==> config.mk <==
export PLATFORM = sky130hd
export DESIGN_NAME = spi_display_ctrl
export DESIGN_NICKNAME = d
export VERILOG_FILES = /design/src/rtl/spi_display_pkg.sv /design/src/rtl/spi_display_ctrl_cmd_timeout.sv /design/src/rtl/spi_display_ctrl.sv
export SDC_FILE = /design/constraint.sdc
export NUM_CORES = 1
export LEC_CHECK = 0
export ABC_CLOCK_PERIOD_IN_PS = 2050
export BUFFER_PORTS_ARGS = -buffer_cell sky130_fd_sc_hd__buf_2
export CAP_MARGIN = 25
export CORE_MARGIN = 2
export CORE_UTILIZATION = 50
export CTS_BUF_LIST = sky130_fd_sc_hd__clkbuf_4
export DETAILED_ROUTE_END_ITERATION = 6
export PLACE_DENSITY = 0.72
export SLEW_MARGIN = 20
export SYNTH_ARGS = -nofsm -noshare
export SYNTH_HDL_FRONTEND = slang
export SYNTH_SLANG_ARGS = --single-unit
==> constraint.sdc <==
create_clock -name clk -period 2.05 [get_ports clk]
set_input_delay 0.1025 -clock clk [delete_from_list [all_inputs] [get_ports clk]]
set_output_delay 0.1025 -clock clk [all_outputs]
set_load 0.03 [all_outputs]
==> src/rtl/spi_display_pkg.sv <==
// Shared types and constants for the SPI display command sequencer.
package spi_display_pkg;

    typedef enum logic [1:0] {IDLE, ARG1, ARG2} state_t;

    // Command whose argument bytes are being collected.
    typedef enum logic [1:0] {CMD_DIGIT, CMD_COLON, CMD_ALL, CMD_READ} cmd_t;

    localparam logic [7:0] OP_NOP        = 8'h00;
    localparam logic [7:0] OP_SET_DIGIT  = 8'h10;
    localparam logic [7:0] OP_DIGIT_MASK = 8'hFC;
    localparam logic [7:0] OP_SET_COLON  = 8'h20;
    localparam logic [7:0] OP_SET_ALL    = 8'h30;
    localparam logic [7:0] OP_READ       = 8'h40;
    localparam logic [7:0] OP_READ_ERR   = 8'h50;

    localparam logic [1:0] COLON_ON  = 2'b00;
    localparam logic [1:0] COLON_DP  = 2'b01;
    localparam logic [1:0] COLON_OFF = 2'b11;

    function automatic logic is_bcd(input logic [3:0] n);
        return n <= 4'd9;
    endfunction

endpackage

==> src/rtl/spi_display_ctrl_cmd_timeout.sv <==
// cmd_timeout: clearable up-counter that pulses expire after LIMIT running cycles.
module cmd_timeout #(
    parameter int unsigned LIMIT = 1000000
) (
    input  logic clk,
    input  logic reset,
    input  logic run,
    input  logic clear,
    output logic expire
);

    localparam int W = $clog2(LIMIT + 1);

    logic [W-1:0] count;

    always_ff @(posedge clk) begin
        if (reset || !run || clear) begin
            count <= '0;
        end else begin
            count <= count + W'(1);
        end
    end

    // A byte arriving on the terminal cycle still wins over the timeout.
    assign expire = run && !clear && (count == W'(LIMIT - 1));

endmodule

==> src/rtl/spi_display_ctrl.sv <==
// spi_display_ctrl: parses SPI command bytes into digit/colon registers and loads responses.
// Optional argument timeout is built when CMD_TIMEOUT_EN is defined.
module spi_display_ctrl
    import spi_display_pkg::*;
#(
    parameter int unsigned TIMEOUT_CYCLES = 1000000,
    parameter logic [7:0]  ACK_BYTE       = 8'hA5,
    parameter logic [7:0]  NAK_BYTE       = 8'h5A
) (
    input  logic       clk,
    input  logic       reset,
    input  logic       cs_n,
    input  logic       rx_valid,
    input  logic [7:0] rx_byte,
    output logic       tx_ready,
    output logic [7:0] tx_byte,
    output logic [3:0] digit0,
    output logic [3:0] digit1,
    output logic [3:0] digit2,
    output logic [3:0] digit3,
    output logic [1:0] colon,
    output logic [7:0] err_cnt
);

    function automatic logic [7:0] sat_inc(input logic [7:0] v);
        return (v == 8'hFF) ? v : v + 8'd1;
    endfunction

    state_t           state, state_next;
    cmd_t             cmd, cmd_next;
    logic [1:0]       idx, idx_next;
    logic [7:0]       stage, stage_next;
    logic [3:0][3:0]  dig, dig_next;
    logic [1:0]       colon_next;
    logic [7:0]       err_next;
    logic             tx_ready_next;
    logic [7:0]       tx_byte_next;
    logic             expire;

`ifdef CMD_TIMEOUT_EN
    cmd_timeout #(
        .LIMIT (TIMEOUT_CYCLES)
    ) u_timeout (
        .clk    (clk),
        .reset  (reset),
        .run    (state != IDLE),
        .clear  (rx_valid),
        .expire (expire)
    );
`else
    logic unused_timeout_cfg;
    assign unused_timeout_cfg = |TIMEOUT_CYCLES;
    assign expire = 1'b0;
`endif

    always_comb begin
        state_next    = state;
        cmd_next      = cmd;
        idx_next      = idx;
        stage_next    = stage;
        dig_next      = dig;
        colon_next    = colon;
        err_next      = err_cnt;
        tx_ready_next = 1'b0;
        tx_byte_next  = tx_byte;

        if (cs_n) begin
            // Frame end drops any byte in the same cycle and aborts a pending command.
            if (state != IDLE) begin
                state_next = IDLE;
                err_next   = sat_inc(err_cnt);
            end
        end else if (rx_valid) begin
            tx_ready_next = 1'b1;
            tx_byte_next  = ACK_BYTE;
            unique case (state)
                IDLE: begin
                    case (rx_byte)
                        OP_NOP: ;
                        OP_SET_COLON: begin
                            cmd_next   = CMD_COLON;
                            state_next = ARG1;
                        end
                        OP_SET_ALL: begin
                            cmd_next   = CMD_ALL;
                            state_next = ARG1;
                        end
                        OP_READ: begin
                            tx_byte_next = {dig[3], dig[2]};
                            cmd_next     = CMD_READ;
                            state_next   = ARG1;
                        end
                        OP_READ_ERR: tx_byte_next = err_cnt;
                        default: begin
                            if ((rx_byte & OP_DIGIT_MASK) == OP_SET_DIGIT) begin
                                cmd_next   = CMD_DIGIT;
                                idx_next   = rx_byte[1:0];
                                state_next = ARG1;
                            end else begin
                                tx_byte_next = NAK_BYTE;
                                err_next     = sat_inc(err_cnt);
                            end
                        end
                    endcase
                end
                ARG1: begin
                    state_next = IDLE;
                    unique case (cmd)
                        CMD_DIGIT: begin
                            if (is_bcd(rx_byte[3:0])) begin
                                dig_next[idx] = rx_byte[3:0];
                            end else begin
                                tx_byte_next = NAK_BYTE;
                                err_next     = sat_inc(err_cnt);
                            end
                        end
                        CMD_COLON: colon_next = rx_byte[1:0];
                        CMD_ALL: begin
                            stage_next = rx_byte;
                            state_next = ARG2;
                        end
                        CMD_READ: tx_byte_next = {dig[1], dig[0]};
                    endcase
                end
                ARG2: begin
                    state_next = IDLE;
                    if (is_bcd(stage[7:4]) && is_bcd(stage[3:0]) &&
                        is_bcd(rx_byte[7:4]) && is_bcd(rx_byte[3:0])) begin
                        dig_next = {stage, rx_byte};
                    end else begin
                        tx_byte_next = NAK_BYTE;
                        err_next     = sat_inc(err_cnt);
                    end
                end
                default: state_next = IDLE;
            endcase
        end else if (expire) begin
            state_next = IDLE;
            err_next   = sat_inc(err_cnt);
        end
    end

    always_ff @(posedge clk) begin
        if (reset) begin
            state    <= IDLE;
            cmd      <= CMD_DIGIT;
            idx      <= 2'd0;
            stage    <= 8'h00;
            dig      <= '0;
            colon    <= COLON_OFF;
            err_cnt  <= 8'h00;
            tx_ready <= 1'b0;
            tx_byte  <= 8'h00;
        end else begin
            state    <= state_next;
            cmd      <= cmd_next;
            idx      <= idx_next;
            stage    <= stage_next;
            dig      <= dig_next;
            colon    <= colon_next;
            err_cnt  <= err_next;
            tx_ready <= tx_ready_next;
            tx_byte  <= tx_byte_next;
        end
    end

    assign digit0 = dig[0];
    assign digit1 = dig[1];
    assign digit2 = dig[2];
    assign digit3 = dig[3];

endmodule

After elaboration in Yosys (flattened, before gate mapping)
Index checks and enable logic that the tools add are counted.
W data, S select, Z words.
Cells by class
  $lt $le $gt $ge: 6
  bitwise operators: 3
  $add $sub $neg: 1
  multiplexer cells: 33
  equal/unequal tests: 22
  reductions and logical operators: 25
Operator list (number)
  $mux W8: 12
  $pmux W8 S3: 3
  $mux W16: 3
  $pmux W16 S2: 1
  $ne A3 B3 Y1 const B: 6
  $bwmux W16: 1
  $eq A8 B6 Y1 const B: 2
  $eq A8 B7 Y1 const B: 2
  $le A4 B4 Y1 const B: 4
  $pmux W8 S2: 1
  $mux W2: 6
  $reduce_and A4 Y1: 3
  $reduce_and A5 Y1: 2
  $add A8 B1 Y8 const B: 1
  $demux W4 S2: 1
  $eq A8 B8 Y1 const B: 1
  $logic_not A8 Y1: 1
  $pmux W2 S2: 2
  $pmux W2 S4: 1
  $reduce_and A8 Y1: 1
  $reduce_bool A4 Y1: 2
  $eq A2 B2 Y1 const B: 3
  $eq A6 B3 Y1 const B: 1
  $ne A2 B2 Y1 const B: 3
  16 further kinds: 27
Word-level totals
  register bits: 49
  output and inout port bits: 35
  logic and storage cells: 102

Logic depth before layout (Yosys ltp)
Gate-level depths: netlist of the first run.
  depth in word-level cells: 8
  gate-level depth with buffers: 8
  mapped depth without buffers: 7

Worst setup path before layout of the first run
No wires, ideal clock.
  path kind: register -> register
  start point: register err_cnt[4]
  end point: register err_cnt[2]
  stages on the path, launching flop included: 7
  buffers on the path: 1
  path slack: 0.108 ns
  arrival time: 1.822 ns
  clock period less this slack: 1.942 ns
  data required time: 1.929 ns
  path through: dfxtp_1 and3_4 and3_4 a32o_2 buf_6 nor4_1 mux2_2
Between the ends
  cells in the longest elaborated chain, start to end: 7
Ends and longest elaborated chain
  start: declaration: RTL line spi_display_ctrl.sv:22  | output logic [7:0] err_cnt
  start signal: assignment: RTL line spi_display_ctrl.sv:161  | err_cnt <= err_next;
  $eq A8 B8 Y1 (*)
  $mux W8 (*)
  $mux W8, on equally long branches (2 in series)
  $pmux W8 S3
  $mux W8
  $mux W8 (*)
Mark *: on every way between the ends. The rest lies on a longest branch, timed or not. The select of a mux whose other input is x is not followed.
A chain may end at the register's enable or synchronous reset.

Final worst setup path of the first run
  start point: register cmd[0]
  end point: register err_cnt[2]
Between the ends
  cells in the longest elaborated chain, start to end: 3
Ends and longest elaborated chain
  start: declaration: RTL line spi_display_ctrl.sv:30  | cmd_t cmd, cmd_next;
  start signal: assignment: RTL line spi_display_ctrl.sv:156  | cmd <= cmd_next;
  $logic_not A2 Y1: RTL line spi_display_ctrl.sv:108  | unique case (cmd)
  $ne A3 B3 Y1 (no line)
  $reduce_and A8 Y1 (no line)
No other way between the ends.

==> results of run 1 <==
==> report_power, final <==
group	leakage, nW	switching, W	internal [W]
logic	0.872	0.000136	0.0000670
registers	0.398	0.00000947	0.000966
clock network	0.0389	0.000321	0.000253
total	1.31	0.000467	0.00129
==> registers in the layout, summed over array words and instances, names as in the netlist, 4 cells and up <==
register  count
err_cnt       8
stage         8
tx_byte       8
digit0        4
digit1        4
digit2        4
digit3        4
==> metrics by stage <==
step                setup WS [ns]  instances  power, W
finish                      0.112        439   0.00175
detailed placement          0.111        431   0.00120
global placement            0.188        431   0.00119
floorplan                   0.108        326   0.00113
global route              0.00225        439   0.00182
CTS                        0.0700        439   0.00176
==> layout make-up <==
class                   instances  area [um2]
fillers                       496        2090
well taps                      70        87.6
multi-input cells             234        1570
clock inverters                 3        41.3
repair buffers                 57         313
inverters                      21        78.8
flip-flops and latches         49         983
clock buffers                   5        37.5
==> kinds of logic after synthesis <==
kind of cell	after synthesis
AO/OA/AOI/OAI	91
multiplexers	23
buffers and inverters	43
flip-flops	49
AND/OR/NAND/NOR	114
adder cells (fa/ha/maj)	5
XOR/XNOR	1
==> cells in the mapped netlist, drive strengths merged (4+ instances only) <==
cell type / n
a211oi: 6
a21oi: 9
a221oi: 19
and3: 4
buf: 10
clkbuf: 12
dfxtp: 49
ha: 5
inv: 21
mux2: 5
mux2i: 18
nand2: 27
nand2b: 11
nand3: 14
nor2: 30
nor2b: 9
nor3: 5
o211ai: 5
o21a: 5
o21ai: 19
o22ai: 16
==> layer usage <==
layer | up-vias | part of all wire (%) | track usage (%)
met1 | 1228 | 46 | 33.4
met2 | 109 | 46 | 40.1
li1 | 1265 | - | -
met5 | - | 0 | 0
met4 | 0 | 1.7 | 7.02
met3 | 12 | 5.6 | 3.79
==> worst paths after layout <==
path / start / to / slack, ns / cells past startpoint
min reg2reg: tx_byte[4] / tx_byte[4] / 0.47 / 2
min: rx_valid / state[1] / 0.04 / 4
max reg2reg: cmd[0] / err_cnt[2] / 0.11 / 7
max: cmd[0] / err_cnt[2] / 0.11 / 7
==> placed cells by master (no fill, tap or decap), types with 3 or more instances in the layout <==
| master | synthesis | routed |
|---|---|---|
| nand2b_1 | 11 | 11 |
| nor3_1 | 4 | 4 |
| o21a_1 | 5 | 5 |
| nand2_1 | 27 | 27 |
| o21ai_0 | 17 | 16 |
| o22ai_1 | 16 | 16 |
| ha_1 | 5 | 5 |
| a221oi_1 | 16 | 16 |
| and2_1 | 3 | 3 |
| mux2_1 | 4 | 4 |
| inv_1 | 21 | 21 |
| clkbuf_4 | 0 | 5 |
| dfxtp_1 | 49 | 47 |
| a221oi_2 | 3 | 3 |
| mux2i_1 | 18 | 18 |
| nand3_1 | 14 | 14 |
| a211oi_1 | 6 | 6 |
| nor2_1 | 30 | 30 |
| buf_2 | 4 | 46 |
| o211ai_1 | 5 | 5 |
| buf_4 | 0 | 11 |
| a21oi_1 | 9 | 9 |
| nor2b_1 | 8 | 8 |
==> what timing repair did <==
action / 4_1_cts / 5_1_grt
hold endpoints to repair: 0 / 0
gates resized for setup: 0 / 4
endpoints found under the setup margin: 0 / 16
==> worst min-delay path, stage by stage <==
cell and delay (ns):
buf_2 0.09, nor2_1 0.06, nand2_1 0.07, a21oi_1 0.06
==> results.ini, run 1 <==
[pwr]
ir_worst_vdd_v=0.000405
power.density_nw_per_um2=563
p_leak_nw=1.31

[timing]
worst_pin_slew_ns=0.604
skew_ns=0.0113
hold_ws_ns=0.0415
grt_setup_unrepaired=false
hold_viol_final=0
fin_crit_ns=1.94
report.final.slew_viol_count=0
fin_crit_sh_pct=94.5
tns_ns=0
slew_headroom_pct=59.7
setup_viol=0
fmax_mhz=516

[clock_network]
cts_buffers=5
cts_hold_buf=0
clock_latency_ns=0.38
cts_htree_levels=2
cts_tree=yes
clkSlewWorstSetupHoldPaths_ns=0.15
cts_buffer_depth=2
cts.sinks=49
cts_setup_buffers=0
cts_root_buffer=clkbuf_4

[route]
vias=2614
drtPass1Iterations=6
drtAntennaViolNets=0
drt-total-wl_um=7340
routed_via_density=5.95
wl_per_cell_um=16.7
remaining_drc_errors=0
drt_iter0_drc=189

[synthesis]
synth_top_area_share_pct=35.8
ys_warn_count=0
synth_area_leaders=dfxtp_1 (36%), mux2i_1 (6.6%), a221oi_1 (5.1%)
synth_top_flop_cell=dfxtp_1
synthCells=326
synthAdderAreaFrac_pct=2.28
synth_top_family_by_area=compound AO/OA/AOI/OAI gates
muxShareOfSynthArea_pct=8.62
synthXorXnorAreaFrac_pct=0.319
synth_compound_area_share_pct=24.2
syn_avg_cell_area_um2=8.41
syn_nets=343
synth-edff-count=0
synth_cell_types=52
ys_ff_latch=49
yosys.area_share.simple_pct=21.6
synthArstFlopShare_pct=0
seq_area_frac_synth_pct=35.8
yosys.area.top_type=dfxtp_1
synthesis.area_um2=2740

[layout]
drive_gt1_share_pct=21.4
utilization_pct=59.8
fin_nets=385
antenna_cells=0
areaGrowthSynthToFinish_pct=13.5
design_area_um2=3110

[run]
cap_violations=0

[place]
gp_congestion=0.977
dp_hpwl_um=5460
io_buffers=46
placed_area_um2=3030

[worst_setup_path]
arrival_ns=2.23
cp_top_family=compound AO/OA/AOI/OAI gates
end_kind=flip-flop
critical_path.max_stage_delay_ns=0.37
critPathRequiredTime_ns=2.34
critPathLaunchType=flip-flop
crit_path_top_delay_cell=dfxtp_1
setup.worst_path.class=reg -> reg
cp.buffers_inverters=1
worstPathCellList=inv_1 > ha_1 > nand2b_1 > a21o_1 > a32o_2 > nor4_1 > mux2_2
critical_path_peak_fanout=11

[die]
core_region_area_um2=5200
dieWidth_um=78.1
fp.dieH_um=78.1
row_count=26
start_util_pct=52.7
pin_count=47
die_area_um2=6090

[global_route]
track_usage_pct=24.4
grt_max_degree=36
antenna_found_initial=0
grt.overflow.total=0
first_global_vias=2404
grt_pass1_wl_um=11900

[hold_path]
hold_path_class=in -> reg

[run_status]
status=finished, final reports clean

Power figures use the tool's default switching activity.
==> inputs of run 2 (changes only) <==
--- a/config.mk
+++ b/config.mk
@@ -6,13 +6,12 @@
 export NUM_CORES = 1
 export LEC_CHECK = 0
 export ABC_CLOCK_PERIOD_IN_PS = 2050
-export BUFFER_PORTS_ARGS = -buffer_cell sky130_fd_sc_hd__buf_2
 export CAP_MARGIN = 25
 export CORE_MARGIN = 2
 export CORE_UTILIZATION = 50
 export CTS_BUF_LIST = sky130_fd_sc_hd__clkbuf_4
 export DETAILED_ROUTE_END_ITERATION = 6
-export PLACE_DENSITY = 0.72
+export DONT_BUFFER_PORTS = 1
 export SLEW_MARGIN = 20
 export SYNTH_ARGS = -nofsm -noshare
 export SYNTH_HDL_FRONTEND = slang
==> run 2 against run 1 <==
Design area down 2.7%. Clock skew down 0.0032 ns. Clock power down 18%. Core utilization down 1.6 points. Worst setup slack worse by 0.041 ns. Worst hold slack worse by 0.019 ns. Maximum frequency down 2.1%. Sequential share of layout area up 0.81 points. Non-clock buffer count down 30. Largest cell class unchanged.
==> results.ini, run 2 (synthesized netlist as in run 1, its figures left out) <==
[worst_setup_path]
r2r-end=err_cnt[5]  ; was err_cnt[2]
rr_startpoint=state[0]  ; was cmd[0]
end_kind=flip-flop  ; unchanged
critical_path_peak_fanout=10  ; was 11
regToRegSetupSlack_ns=0.07  ; was 0.11 ns
crit_path_top_delay_cell=dfxtp_1  ; unchanged
critical_path.max_stage_delay_ns=0.57  ; was 0.37 ns
reg2reg_depth=5  ; was 7
worstPathCellList=nor2_1 > o211a_4 > a211o_1 > a211oi_1 > mux2_1  ; was inv_1 > ha_1 > nand2b_1 > a21o_1 > a32o_2 > nor4_1 > mux2_2
endpoint=err_cnt[5]  ; was err_cnt[2]
arrival_ns=2.27  ; was 2.23 ns
critPathRequiredTime_ns=2.34  ; about the same
crit_path_start=state[0]  ; was cmd[0]
setup.worst_path.class=reg -> reg  ; unchanged
critPathLaunchType=flip-flop  ; unchanged

[timing]
report.final.slew_viol_count=0  ; unchanged
skew_ns=0.00808  ; was 0.0113 ns
fmax_mhz=505  ; was 516 MHz
setup_viol=0  ; unchanged
tns_ns=0  ; unchanged
fin_crit_ns=1.98  ; was 1.94 ns
hold_viol_final=0  ; unchanged
fin_crit_sh_pct=96.5  ; was 94.5%
worst_pin_slew_ns=0.507  ; was 0.604 ns
grt_setup_unrepaired=false  ; unchanged
slew_headroom_pct=65.9  ; was 59.7%
hold_ws_ns=0.0220  ; was 0.0415 ns

[place]
io_buffers=0  ; was 46
gp_congestion=0.911  ; was 0.977
dp_hpwl_um=5310  ; was 5460 um

[route]
drt_iter0_drc=150  ; was 189
remaining_drc_errors=0  ; unchanged
vias=2458  ; was 2614
drtAntennaViolNets=0  ; unchanged
drt-total-wl_um=7600  ; was 7340 um
drtPass1Iterations=4  ; was 6
routed_via_density=6.00  ; was 5.95
wl_per_cell_um=18.5  ; was 16.7 um

[global_route]
track_usage_pct=26.0  ; was 24.4%
first_global_vias=2357  ; was 2404
grt.overflow.total=0  ; unchanged
grt_pass1_wl_um=12300  ; was 11900 um
grt_max_degree=56  ; was 36
antenna_found_initial=0  ; unchanged

[clock_network]
cts_tree=yes  ; unchanged
cts_buffer_depth=2  ; unchanged
cts_htree_levels=2  ; unchanged
clock_latency_ns=0.38  ; about the same
cts_root_buffer=clkbuf_4  ; unchanged
cts_setup_buffers=0  ; unchanged
cts.sinks=49  ; unchanged
clkSlewWorstSetupHoldPaths_ns=0.15  ; about the same
cts_buffers=5  ; unchanged

[die]
pin_count=47  ; unchanged
die_area_um2=6090  ; unchanged
row_count=26  ; unchanged
dieWidth_um=78.1  ; unchanged
fp.dieH_um=78.1  ; unchanged
start_util_pct=52.7  ; unchanged
core_region_area_um2=5200  ; unchanged

[hold_path]
hold_path_class=in -> reg  ; unchanged

[run_status]
status=finished, final reports clean  ; unchanged

[layout]
drive_gt1_share_pct=11.5  ; was 21.4%
reg.largest.list=err_cnt x8, stage x8, tx_byte x8  ; unchanged
fin_nets=355  ; was 385
layout_commonest_cell=dfxtp_1  ; unchanged
areaGrowthSynthToFinish_pct=10.4  ; was 13.5%
layout_common_cells=dfxtp_1 (49), nor2_1 (30), nand2_1 (27)  ; was dfxtp_1 (47), buf_2 (46), nor2_1 (30)

[pwr]
p_leak_nw=1.14  ; was 1.31 nW
power.density_nw_per_um2=537  ; was 563 nW/um2
ir_worst_vdd_v=0.000362  ; was 0.000405 V

[run]
cap_violations=0  ; unchanged

run 2: worst min path at each step:
stage	endpoint	depth (start not counted)	startpoint
after global routing	stage[3]	2	reset
after CTS	state[0]	2	reset
after detailed placement	digit2[1]	1	reset
final	err_cnt[0]	2	reset
after global placement	digit2[1]	1	reset
after floorplan	stage[2]	2	rx_byte[2]
run 2: layout make-up:
class	instances	area (um2)
clock buffer	5	37.5
fill	495	2180
multi-input combinational	234	1570
inverter	21	78.8
sequential	49	981
tap	70	87.6
antenna	1	2.50
timing repair buffer	27	243
clock inverter	3	22.5
run 2: per-layer routing:
metal  track usage, %  vias to the layer above  wire [um]
li1                 -                     1212          -
met2             42.4                       67       3590
met1             33.9                     1165       3430
met4             9.47                        0        166
met5                0                        -          0
met3             5.75                       14        405
run 2: per-stage QoR:
stage	total power [W]	instance area [um2]	setup WS (ns)	utilization [%]	std cells
finish	0.00163	3030	0.0711	58.1	410
global placement	0.00112	2830	0.107	54.3	389
CTS	0.00164	3020	0.0393	57.9	409
floorplan	0.00113	2740	0.108	-	326
detailed placement	0.00113	2830	0.0513	54.3	389
global route	0.00169	3020	0.00172	58.1	409
run 2: power by group:
group | leakage [nW] | internal (W) | switching, W | total [W]
Sequential | 0.397 | 0.000966 | 0.0000298 | 0.000996
Clock | 0.0235 | 0.000133 | 0.000338 | 0.000471
Combinational | 0.724 | 0.0000672 | 0.0000907 | 0.000158
run 2: what timing repair did:
action	4_1_cts	5_1_grt
setup endpoints to repair	0	1
hold buffers	12	0
hold endpoints to repair	49	0
gates resized for setup	0	2
run 2: critical path: cells and delay by family (launching register included):
family	cells	cell delay (ns)
AO/OA/AOI/OAI	3	0.81
AND/OR/NAND/NOR	1	0.16
flip-flops	1	0.57
multiplexers	1	0.35
==> inputs of run 3 (changes only) <==
--- a/config.mk
+++ b/config.mk
@@ -6,12 +6,14 @@
 export NUM_CORES = 1
 export LEC_CHECK = 0
 export ABC_CLOCK_PERIOD_IN_PS = 2050
+export BUFFER_PORTS_ARGS = -buffer_cell sky130_fd_sc_hd__buf_2
 export CAP_MARGIN = 25
 export CORE_MARGIN = 2
 export CORE_UTILIZATION = 50
 export CTS_BUF_LIST = sky130_fd_sc_hd__clkbuf_4
 export DETAILED_ROUTE_END_ITERATION = 6
-export DONT_BUFFER_PORTS = 1
+export PLACE_DENSITY = 0.72
+export SETUP_SLACK_MARGIN = 0.05
 export SLEW_MARGIN = 20
 export SYNTH_ARGS = -nofsm -noshare
 export SYNTH_HDL_FRONTEND = slang
==> run 3 against run 2 <==
Flip-flop and latch count unchanged. Worst hold slack better by 0.034 ns. Register-to-register slack better by 0.09 ns. Worst setup slack better by 0.088 ns. Design area up 3.0%. Final cell count up 7.1%. Critical path depth up 2. First-iteration DRC count up 19%. Critical endpoint is now digit2[2].
==> results.ini, run 3 (synthesized netlist as in run 1, its figures left out) <==
[worst_setup_path]
regToRegSetupSlack_ns=0.16  ; was 0.07 ns
rr_startpoint=cmd[0]  ; was state[0]
reg2reg_depth=7  ; was 5
critical_path_peak_fanout=12  ; was 10
arrival_ns=2.16  ; was 2.27 ns
crit_path_top_delay_cell=dfxtp_1  ; unchanged
worstPathCellList=inv_1 > ha_1 > buf_4 > a22o_1 > and2_1 > buf_4 > a221oi_1  ; was nor2_1 > o211a_4 > a211o_1 > a211oi_1 > mux2_1
critical_path.max_stage_delay_ns=0.41  ; was 0.57 ns
r2r-end=digit2[2]  ; was err_cnt[5]
critPathRequiredTime_ns=2.32  ; was 2.34 ns
cp_common_cell=buf_4
setup.worst_path.class=reg -> reg  ; unchanged
critPathLaunchType=flip-flop  ; unchanged
end_kind=flip-flop  ; unchanged

[pwr]
ir_worst_vdd_v=0.000405  ; was 0.000362 V
p_sw_share_pct=26.3  ; was 28.2%
switchingPower_w=0.000459  ; about the same
internal_power_w=0.00129  ; was 0.00117 W
p_leak_nw=1.31  ; was 1.14 nW
seqPwrFrac_pct=55.9  ; was 61.3%
combinationalPowerShare_pct=11.6  ; was 9.7%
pwr-share-clk_pct=32.5  ; was 29.0%
power.density_nw_per_um2=560  ; was 537 nW/um2

[timing]
worst_pin_slew_ns=0.598  ; was 0.507 ns
fin_crit_ns=1.89  ; was 1.98 ns
skew_ns=0.00943  ; was 0.00808 ns
slew_headroom_pct=60.1  ; was 65.9%
fin_crit_sh_pct=92.2  ; was 96.5%
hold_viol_final=0  ; unchanged
tns_ns=0  ; unchanged
grt_setup_unrepaired=true  ; was false
fmax_mhz=529  ; was 505 MHz
report.final.slew_viol_count=0  ; unchanged
setup_viol=0  ; unchanged

[global_route]
grt_use_met2_pct=40.1  ; was 42.4%
grt_max_degree=36  ; was 56
first_global_vias=2404  ; was 2357
use_met3_pct=3.79  ; was 5.75%
top_usage_layer=met2  ; unchanged
track_usage_pct=24.4  ; was 26.0%
grt.overflow.total=0  ; unchanged
antenna_found_initial=0  ; unchanged
grt_pass1_wl_um=11900  ; was 12300 um
use_met1_pct=33.4  ; was 33.9%

[route]
remaining_drc_errors=0  ; unchanged
drtPass1Iterations=6  ; was 4
drtAntennaViolNets=0  ; unchanged
wl_per_cell_um=16.7  ; was 18.5 um
routed_via_density=5.88  ; was 6.00
vias=2582  ; was 2458
drt_iter0_drc=179  ; was 150
drt-total-wl_um=7320  ; was 7600 um

[layout]
drive_gt1_share_pct=21.7  ; was 11.5%
reg.largest.list=err_cnt x8, stage x8, tx_byte x8  ; unchanged
antenna_cells=0  ; was 1
areaGrowthSynthToFinish_pct=13.7  ; was 10.4%
layout_common_cells=dfxtp_1 (47), buf_2 (46), nor2_1 (30)  ; was dfxtp_1 (49), nor2_1 (30), nand2_1 (27)
fill_cells=495  ; unchanged
final_cells=439  ; was 410
layout_commonest_cell=dfxtp_1  ; unchanged
fin_nets=385  ; was 355

[hold_path]
hold_path_class=in -> reg  ; unchanged
hold_end=state[1]  ; was err_cnt[0]
hold_depth=4  ; was 2
hold_path_startpoint=rx_valid  ; was reset

[run_status]
status=finished, final reports clean  ; unchanged

[die]
pin_count=47  ; unchanged
dieWidth_um=78.1  ; unchanged
core_region_area_um2=5200  ; unchanged
die_area_um2=6090  ; unchanged
start_util_pct=52.7  ; unchanged
fp.dieH_um=78.1  ; unchanged
row_count=26  ; unchanged

[clock_network]
cts_tree=yes  ; unchanged
clock_latency_ns=0.37  ; was 0.38 ns
clkSlewWorstSetupHoldPaths_ns=0.14  ; was 0.15 ns
cts_buffer_depth=2  ; unchanged
cts_setup_buffers=0  ; unchanged
cts.sinks=49  ; unchanged
cts_root_buffer=clkbuf_4  ; unchanged
cts_buffers=5  ; unchanged
cts_htree_levels=2  ; unchanged

[run]
cap_violations=0  ; unchanged

[place]
io_buffers=46  ; was 0
dp_cells=431  ; was 389
gp_congestion=0.977  ; was 0.911
dp_hpwl_um=5460  ; was 5310 um

[run 3: cell types whose count changed in the layout (fill, tap and decap cells not counted), moves of 2 or more]
cell,previous run,this run
dlygate4sd3_1,11,0
buf_4,15,11
dfxtp_2,0,2
clkinvlp_4,3,1
dfxtp_1,49,47
buf_2,0,46
[run 3: layout make-up]
class / instances / area [um2] / share of cell area, %
Multi-Input combinational cell: 234 / 1580 / 50.6
Sequential cell: 49 / 983 / 31.5
Timing Repair Buffer: 57 / 313 / 10.0
Tap cell: 70 / 87.6 / 2.81
Inverter: 21 / 78.8 / 2.53
Clock inverter: 3 / 41.3 / 1.32
Clock buffer: 5 / 37.5 / 1.20
[run 3: metrics by stage]
step | area, um2 | utilization, % | total power [W] | hold WS (ns) | setup slack [ns]
final | 3120 | 59.9 | 0.00175 | 0.0561 | 0.159
after global routing | 3120 | 59.9 | 0.00182 | 0.0470 | 0.00225
after CTS | 3100 | 59.6 | 0.00176 | 0.0373 | 0.0700
after detailed placement | 3030 | 58.1 | 0.00120 | 0.443 | 0.111
after global placement | 3030 | 58.1 | 0.00119 | 0.434 | 0.188
after floorplan | 2740 | - | 0.00113 | 0.246 | 0.108
[run 3: worst max-delay path by stage]
stage | slack, ns | from | end
6_report | 0.16 | cmd[0] | digit2[2]
5_1_grt | 0.002 | cmd[0] | digit1[3]
4_1_cts | 0.07 | state[0] | digit1[3]
3_5_place_dp | 0.11 | state[0] | digit1[3]
3_3_place_gp | 0.19 | state[0] | err_cnt[6]
2_1_floorplan | 0.11 | err_cnt[4] | err_cnt[2]
[run 3: layer usage]
metal,wire length (um),up-vias
met2,3450,88
met1,3390,1219
li1,-,1265
met5,0,-
met3,396,10
met4,80,0
[run 3: critical path: cells and delay by family, from the launching register on]
family                     cells  cell delay, ns
and+or+nand+nor                1            0.18
adders and majority gates      1            0.23
DFF                            1            0.41
buffers and inverters          3            0.41
AOI/OAI and AO/OA              2            0.56
[run 3: timing repair]
action | in CTS | in global routing
setup endpoints to repair | 0 | 21
hold buffers | 0 | 0
resized for setup | 0 | 5
[run 3: power groups by stage]
stage                     registers [W]  logic, W  clock network (W)
after floorplan                 0.00102  0.000110                  0
after detailed placement       0.000996  0.000200                  0
after CTS                      0.000975  0.000200           0.000581
final                          0.000975  0.000203           0.000567
after global routing           0.000978  0.000220           0.000625
after global placement         0.000995  0.000198                  0
